<file path="config.mk">
export PLATFORM = sky130hd
export DESIGN_NAME = accumulator_mem_arbiter
export DESIGN_NICKNAME = d
export VERILOG_FILES = /design/src/rtl/accumulator_mem_arbiter.sv
export SDC_FILE = /design/constraint.sdc
export NUM_CORES = 1
export LEC_CHECK = 0
export CORE_ASPECT_RATIO = 1.25
export CORE_MARGIN = 3
export CORE_UTILIZATION = 39
export CTS_CLUSTER_DIAMETER = 80
export DETAILED_ROUTE_END_ITERATION = 7
export MAX_ROUTING_LAYER = met4
export PLACE_DENSITY = 0.85
export SKIP_CTS_REPAIR_TIMING = 1
export SYNTH_ARGS = -nofsm -noshare
export SYNTH_HDL_FRONTEND = slang
export SYNTH_SLANG_ARGS = --single-unit
</file>
<file path="constraint.sdc">
create_clock -name clk -period 5.7 [get_ports clk]
set_input_delay 1.71 -clock clk [delete_from_list [all_inputs] [get_ports clk]]
set_output_delay 1.71 -clock clk [all_outputs]
set_load 0.02 [all_outputs]
</file>
<file path="src/rtl/accumulator_mem_arbiter.sv">
`default_nettype none
// ============================================================================
// Module   : accumulator_mem_arbiter
// Brief    : Round-robin arbiter serialising adder FETCH/SEND requests onto
//            the single accumulator memory port, with a watchdog.
// Revision : 1.0 - initial release
// ============================================================================
module accumulator_mem_arbiter #(
  parameter int NUM_ADDERS = 4,
  parameter int IDX_W      = 2,
  parameter int TIMEOUT    = 64
) (
  input  logic                     clk,
  input  logic                     reset,
  input  logic [2*NUM_ADDERS-1:0]  i_req_op,
  input  logic [32*NUM_ADDERS-1:0] i_req_data,
  output logic [NUM_ADDERS-1:0]    o_ack,
  output logic [31:0]              o_rd_data,
  output logic [IDX_W-1:0]         o_owner,
  output logic [1:0]               o_mem_op,
  output logic [31:0]              o_mem_write,
  input  logic                     i_mem_signal,
  input  logic [31:0]              i_mem_read,
  output logic                     o_err,
  output logic [2:0]               o_state
);

  localparam logic [1:0] c_OP_NOP   = 2'b00;
  localparam logic [1:0] c_OP_FETCH = 2'b01;
  localparam logic [1:0] c_OP_SEND  = 2'b10;
  localparam int c_CNT_W = $clog2(TIMEOUT + 1);
  localparam logic [c_CNT_W-1:0] c_CNT_LAST = c_CNT_W'(TIMEOUT - 1);

  typedef enum logic [2:0] {
    S_IDLE    = 3'b001,
    S_BUSY    = 3'b010,
    S_RELEASE = 3'b100
  } state_t;

  state_t             r_state;
  logic [IDX_W-1:0]   r_rr_ptr;
  logic [c_CNT_W-1:0] r_wdog;

  logic [1:0]            w_op   [NUM_ADDERS];
  logic [31:0]           w_data [NUM_ADDERS];
  logic [NUM_ADDERS-1:0] w_valid;
  logic [NUM_ADDERS-1:0] w_owner_hot;

  generate
    for (genvar g = 0; g < NUM_ADDERS; g++) begin : g_split
      assign w_op[g]        = i_req_op[2*g +: 2];
      assign w_data[g]      = i_req_data[32*g +: 32];
      assign w_valid[g]     = (w_op[g] == c_OP_FETCH) || (w_op[g] == c_OP_SEND);
      assign w_owner_hot[g] = (o_owner == IDX_W'(g));
    end
  endgenerate

  // Winner is the valid requester with the smallest circular distance from rr_ptr.
  logic             w_any;
  logic [IDX_W-1:0] w_sel;
  logic [1:0]       w_sel_op;
  logic [31:0]      w_sel_data;

  always_comb begin
    int v_best;
    int v_dist;
    w_any      = 1'b0;
    w_sel      = '0;
    w_sel_op   = c_OP_NOP;
    w_sel_data = '0;
    v_best     = NUM_ADDERS;
    v_dist     = 0;
    for (int j = 0; j < NUM_ADDERS; j++) begin
      v_dist = j - int'(r_rr_ptr);
      if (v_dist < 0) v_dist = v_dist + NUM_ADDERS;
      if (w_valid[j] && (v_dist < v_best)) begin
        v_best     = v_dist;
        w_any      = 1'b1;
        w_sel      = IDX_W'(j);
        w_sel_op   = w_op[j];
        w_sel_data = w_data[j];
      end
    end
  end

  logic [IDX_W-1:0] w_rr_next;
  logic             w_done;

  assign w_rr_next = (o_owner == IDX_W'(NUM_ADDERS - 1)) ? '0 : o_owner + 1'b1;
  assign w_done    = i_mem_signal || (r_wdog == c_CNT_LAST);
  assign o_state   = r_state;

  always_ff @(posedge clk) begin
    if (reset) begin
      r_state     <= S_IDLE;
      r_rr_ptr    <= '0;
      r_wdog      <= '0;
      o_ack       <= '0;
      o_rd_data   <= '0;
      o_owner     <= '0;
      o_mem_op    <= c_OP_NOP;
      o_mem_write <= '0;
      o_err       <= 1'b0;
    end else begin
      o_ack <= '0;
      case (r_state)
        S_IDLE: begin
          if (w_any) begin
            o_owner     <= w_sel;
            o_mem_op    <= w_sel_op;
            o_mem_write <= (w_sel_op == c_OP_SEND) ? w_sel_data : 32'd0;
            r_wdog      <= '0;
            r_state     <= S_BUSY;
          end
        end
        S_BUSY: begin
          if (w_done) begin
            o_ack <= w_owner_hot;
            // A real completion wins over a watchdog expiry in the same cycle.
            if (i_mem_signal) begin
              if (o_mem_op == c_OP_FETCH) o_rd_data <= i_mem_read;
            end else begin
              o_rd_data <= '0;
              o_err     <= 1'b1;
            end
            o_mem_op    <= c_OP_NOP;
            o_mem_write <= '0;
            r_rr_ptr    <= w_rr_next;
            r_wdog      <= '0;
            r_state     <= S_RELEASE;
          end else begin
            r_wdog <= r_wdog + 1'b1;
          end
        end
        S_RELEASE: r_state <= S_IDLE;
        default:   r_state <= S_IDLE;
      endcase
    end
  end

endmodule
`default_nettype wire

</file>
# After elaboration in Yosys (flattened, before gate mapping)
# Index checks and enable logic that the tools add are counted.
[classes] n_mux=38 n_eq_ne=19 n_lt_le_gt_ge=8 reduce_logical=19 n_bitwise=3 n_addsub=10
[op_table] cell="32-bit 2-to-1 mux" count=16
[op_table] cell="32-bit < comparator" count=3
[op_table] cell="32-bit one-hot mux with 2 select lines" count=1
[op_table] cell="32-bit by 4-bit < comparator with 1-bit output, second input constant" count=1
[op_table] cell="3-bit by 4-bit adder with 5-bit output, second input constant" count=4
[op_table] cell="2-bit 2-to-1 mux" count=9
[op_table] cell="2-bit equality test, second input constant" count=7
[op_table] cell="7-bit 2-to-1 mux" count=2
[op_table] cell="7-bit one-hot mux with 2 select lines" count=1
[op_table] cell="2-bit by 1-bit equality test with 1-bit output, second input constant" count=6
[op_table] cell="3-bit by 1-bit < comparator with 1-bit output, second input constant" count=4
[op_table] cell="3-bit AND reduction" count=3
[op_table] cell="2-bit AND reduction" count=4
[op_table] cell="7-bit by 1-bit adder with 7-bit output, second input constant" count=1
[op_table] cell="7-bit by 6-bit equality test with 1-bit output, second input constant" count=1
[op_table] cell="3-bit 2-to-1 mux" count=2
[op_table] cell="3-bit one-hot mux with 2 select lines" count=1
[op_table] cell="1-bit by 2-bit subtractor with 3-bit output, first input constant" count=2
[op_table] cell="2-bit by 2-bit subtractor with 3-bit output, first input constant" count=2
[op_table] cell="1-bit logical OR" count=5
[op_table] cell="1-bit 2-to-1 mux" count=5
[op_table] cell="1-bit logical AND" count=4
[op_table] cell="2-bit inequality test, second input constant" count=2
[op_table] cell="2-bit one-hot mux with 2 select lines" count=1
[op_table] cell="other kinds (8)" count=10
[word_totals] ff_bits=85 out_inout_bits=76 input_bits=171

# Depth between registers and ports, before layout
[logic_depth] word_depth=19 mapped_depth=24 mapped_depth_nobuf=19

# Least setup slack after synthesis
# No wires, ideal clock.
[synth_path] kind="input port to flip-flop" start="in i_req_op[0]" end="reg o_mem_write[10]" arrival_time_ps=5159 n_path_buf=4 setup_slack_ps=426 t_required_ps=5585 stages=23 path_cell_list="inv_1 ha_1 buf_2 nand2b_1 nor3_1 a31oi_1 ha_1 or2_2 a21oi_1 o21ai_1 buf_2 buf_4 nand2_1 o21ai_0 ha_1 nor2b_1 a22o_1 o211ai_2 and3b_1 nor4_2 a21oi_2 buf_6 o21ai_2"
[synth_via] elab_chain_cells=17
[synth_lines] element="from (decl)" line="15" text="input logic [2*NUM_ADDERS-1:0] i_req_op,"
[synth_lines] element="2-bit by 1-bit equality test with 1-bit output / 2-bit equality test (equally long branches)" line="53" text="assign w_valid[g] = (w_op[g] == c_OP_FETCH) || (w_op[g] == c_OP_SEND);"
[synth_lines] element="1-bit logical OR" line="53"
[synth_lines] element="1-bit logical AND" line="76" text="if (w_valid[j] && (v_dist < v_best)) begin"
[synth_lines] element="32-bit 2-to-1 mux" line="76"
[synth_lines] element="32-bit < comparator" line="76"
[synth_lines] element="1-bit logical AND" line="76"
[synth_lines] element="32-bit 2-to-1 mux" line="76"
[synth_lines] element="32-bit < comparator" line="76"
[synth_lines] element="1-bit logical AND" line="76"
[synth_lines] element="32-bit 2-to-1 mux" line="76"
[synth_lines] element="32-bit < comparator" line="76"
[synth_lines] element="1-bit logical AND" line="76"
[synth_lines] element="2-bit 2-to-1 mux" line="76"
[synth_lines] element="2-bit equality test" line="111" text="o_mem_write <= (w_sel_op == c_OP_SEND) ? w_sel_data : 32'd0;"
[synth_lines] element="32-bit 2-to-1 mux" line="111"
[synth_lines] element="32-bit 2-to-1 mux" line="108" text="if (w_any) begin"
[synth_lines] element="32-bit one-hot mux with 2 select lines" line="106" text="case (r_state)"
[synth_lines] element="to (signal assigned)" line="111"
[synth_lines] element="to (decl)" line="21" text="output logic [31:0] o_mem_write,"
# Parallel ways exist; a longest one is shown, timed or not. The select of a mux whose other input is x is not followed.
# A chain may end at the register's enable or synchronous reset.

# Worst setup path in the final report
[layout_path] start="in i_req_op[0]" end="reg o_mem_write[28]"
# The elaborated chain is that of the path after synthesis.

==> out/qor.csv <==
stage,metric,value,unit
pwr,Leakage,2.64,nW
run,max_cap viols,0,
yosys,Synth top area share,37.6,%
finish,Final nets,1002,
worst_setup_path,worst endpoint required time,5.97,ns
finish,Syn-to-layout area delta,62.7,%
grt,largest net degree at the start of global routing,53,
yosys,post-synthesis area per instance,7.52,µm²
yosys,Post-synth ARST share,0,%
yosys,yosys warns,0,
yosys,gate count after technology mapping,602,
clock_network,Sink Count,85,
worst_setup_path,CP max stage cell,clkdlybuf4s50_1,
clock_network,clock transition at the registers of the reported paths,0.06,ns
yosys,Synth area leader,dfxtp_1,
routing,Final ANT Viol Nets,0,
pwr,Reg power frac,35.7,%
sta,final setup fails,0,
yosys,ys flop type,dfxtp_1,
grt,total track usage,23.4,%
yosys,post-synthesis sequential area ratio,37.6,%
clock_network,Bufs on Longest Clock Path,2,
sta,fmax,184,MHz
sta,"Min Clock Period, post-route",5.44,ns
worst_setup_path,kind of end point of the critical path,flop,
grt,initial antenna violation count,0,
floorplan,Die Y,126,µm
grt,total grt overflow,0,
floorplan,core area,11200,µm²
worst_hold_path,min-delay worst type,flop to flop,
clock_network,TritonCTS clock tree,done,
worst_setup_path,Setup CP Type,input pin to flop,
sta,final hold viol count,0,
pwr,Comb power frac,34.2,%
pwr,pwr/cell area,250,nW/µm²
routing,vias per cell,5.48,
clock_network,Worst-Skew Late Latency,0.33,ns
clock_network,CTS Buf Count,9,
grt,number of global-route vias before repair,5189,
worst_setup_path,most frequent cell on the critical path,ha_1,
floorplan,die area,12900,µm²
pwr,Max VDD drop,0.127,mV
worst_setup_path,critical path startpoint category,input pin,
place,IO buf count,246,
routing,final wirelength,15.3,mm
pwr,Switch Pwr,0.000577,W
routing,wire per inst,15.9,µm
worst_setup_path,Worst Path Arrival,5.70,ns
clock_network,H-tree depth,3,
yosys,Area contributors post-synth,"dfxtp_1 (38%), nand2_1 (9.2%), a21oi_1 (8.8%), nand3_1 (7.6%), a311oi_1 (6.4%)",
place,GPL Wtd Cong,0.892,
sta,fin. max-slew vios,0,
worst_setup_path,CP Cell Sequence,"clkdlybuf4s50_1, inv_1, ha_1, nand2b_1, nor3_2, a31oi_1, ha_1, or2_2, a21oi_4, o21ai_4, nand2_1, o21ai_0, ha_1, nor2b_1, a22o_1, o211ai_2, and3_2, buf_12, a311oi_1, a21oi_1, o21ai_2",
worst_setup_path,Max stage delay on crit path,0.48,ns
pwr,switching share of power,31.3,%
pwr,Clock power frac,30.1,%
floorplan,# IOs,247,
routing,DRT iter0 DRCs,286,
worst_setup_path,"Largest delay share family, worst path",compound AO/OA/AOI/OAI gates,
sta,Tcrit/Tclk final,95.4,%
outcome,status,completed,
sta,RSZ-0062 raised after global routing,false,
place,DPL Wire Length,12.1,mm
sta,Slew @ Worst Pin,1.34,ns
sta,final setup skew,0.00493,ns
yosys,Yosys cell types,48,
finish,area of the multi-input gates,2600,µm²
floorplan,Site Rows,43,
yosys,#FFs+latches synth,85,
grt,first-pass GRT wire length,23.7,mm
routing,residual DRC count,0,
finish,antenna cells,0,
routing,routed vias,5262,
worst_setup_path,"critical path fanouts, max",24,
sta,Slew HR,10.6,%
pwr,Internal,0.00127,W
floorplan,Initial Util,40.4,%
routing,1st-pass router iterations,5,
pwr,Design Power,0.00184,W
sta,final hold slack,0.449,ns
finish,share of cells above drive strength 1,8.47,%
yosys,Mapped Area,4530,µm²
clock_network,CTS Root Cell,clkbuf_16,
finish,filler instances,948,
floorplan,Die Wd,102,µm
yosys,Post-synth EDFFs,0,
yosys,Syn Nets,782,
finish,Storage cell area,1700,µm²
worst_setup_path,Bufs and invs on worst path,3,
==> routing by layer <==
layer | GRT usage, % | routed length (µm) | vias up | part of all wire, %
met3 | 3.91 | 1260 | 25 | 8.3
li1 | - | - | 2562 | -
met2 | 42.5 | 7900 | 269 | 52
met5 | - | 0 | - | 0
met1 | 24.2 | 5790 | 2406 | 38
met4 | 10.3 | 336 | 0 | 2.2
==> worst reg2reg max path, stage by stage (launching register included) <==
cell and delay, ns:
dfxtp_1 0.48, nand2b_1 0.16, nor3_2 0.14, a31oi_1 0.09
ha_1 0.25, or2_2 0.32, a21oi_4 0.20, o21ai_4 0.09
nand2_1 0.09, o21ai_0 0.09, ha_1 0.32, nor2b_1 0.17
a22o_1 0.16, o211ai_2 0.11, and3_2 0.26, buf_12 0.17
a311oi_1 0.31, a21oi_1 0.09, o21ai_2 0.11
==> power groups by stage <==
stage	logic, W	registers, W	clock network [W]
2_1_floorplan	0.000306	0.000714	0
3_3_place_gp	0.000610	0.000671	0
3_5_place_dp	0.000625	0.000673	0
4_1_cts	0.000628	0.000660	0.000573
5_1_grt	0.000684	0.000664	0.000595
6_report	0.000630	0.000659	0.000555
==> cell usage in the layout (no fill, tap or decap), types with 2 or more instances in the layout <==
master           Yosys  routed
a21oi_1             80      78
a21oi_4              0       2
a22oi_1              2       2
a311oi_1            33      33
a31oi_1              2       2
and2_1               4       4
and3_1               3       2
buf_12               0       3
buf_4                1       7
clkbuf_1            22       2
clkbuf_16            0       9
clkdlybuf4s50_1      0     245
clkinvlp_4           0       2
dfxtp_1             85      85
ha_1                 9       9
inv_1               10      10
nand2_1            111     111
nand2b_1             4       4
nand3_1             69      69
nand3b_1             3       3
nor2_1              54      54
nor2b_1              5       5
nor3_1               4       3
nor3b_1              3       3
o21ai_0             13      13
o21ai_1              4       2
o21ai_2             30      31
o22ai_1              2       2
xnor2_1              2       2
xor2_1               2       2
==> stage by stage <==
stage               area, µm²  worst slack (ns)  cells  utilization (%)  TNS (ns)
global route             7360            0.0349    961             65.8         0
floorplan                4530             0.426    602                -         0
detailed placement       7060            -0.237    946             63.1     -6.75
CTS                      7340             0.103    961             65.6         0
global placement         7060            0.0768    946             63.1         0
finish                   7360             0.265    961             65.8         0
==> logic make-up (layout without fill, tap and decap cells) <==
family / after synthesis / in the layout / synth area share (%)
AOI/OAI and AO/OA: 177 / 177 / 26.0
xor gates and xnor gates: 5 / 5 / 1.13
adders and majority gates: 9 / 9 / 2.49
buffers and inverters: 58 / 282 / 6.25
DFF: 85 / 85 / 37.6
and+or+nand+nor: 268 / 268 / 26.6
==> path summary, 6_finish.rpt <==
path,slack [ns],depth (start not counted),from,endpoint
hold / removal,0.45,2,o_rd_data[24],o_rd_data[24]
setup / recovery,0.26,21,i_req_op[0],o_mem_write[28]
setup reg to reg,2.02,18,r_rr_ptr[0],o_mem_write[28]
hold reg to reg,0.45,2,o_rd_data[24],o_rd_data[24]
==> cells in the mapped netlist (4+ instances only) <==
cell type  instances
o21ai_0           13
buf_2             19
buf_6              5
nor2_1            54
nor3_1             4
inv_1             10
a21oi_1           80
dfxtp_1           85
o21ai_2           30
a311oi_1          33
o21ai_1            4
nand2b_1           4
nor2b_1            5
clkbuf_1          22
ha_1               9
nand2_1          111
and2_1             4
nand3_1           69
==> registers in the layout, indices dropped and copies added (netlist names) <==
signal and flops:
o_mem_op 2, o_mem_write 32, o_ack 4, r_wdog 7, o_err 1, o_rd_data 32
o_state 3, o_owner 2, r_rr_ptr 2
==> final cells by class <==
class                           count  area share (%)
Multi-Input combinational cell    459            35.3
Clock inverter                      4           0.680
Clock buffer                       11            3.16
Timing Repair Buffer              256            34.9
Sequential cell                    85            23.1
Tap cell                          135            2.29
Inverter                           11           0.561
(Power assumes the default switching activity.)
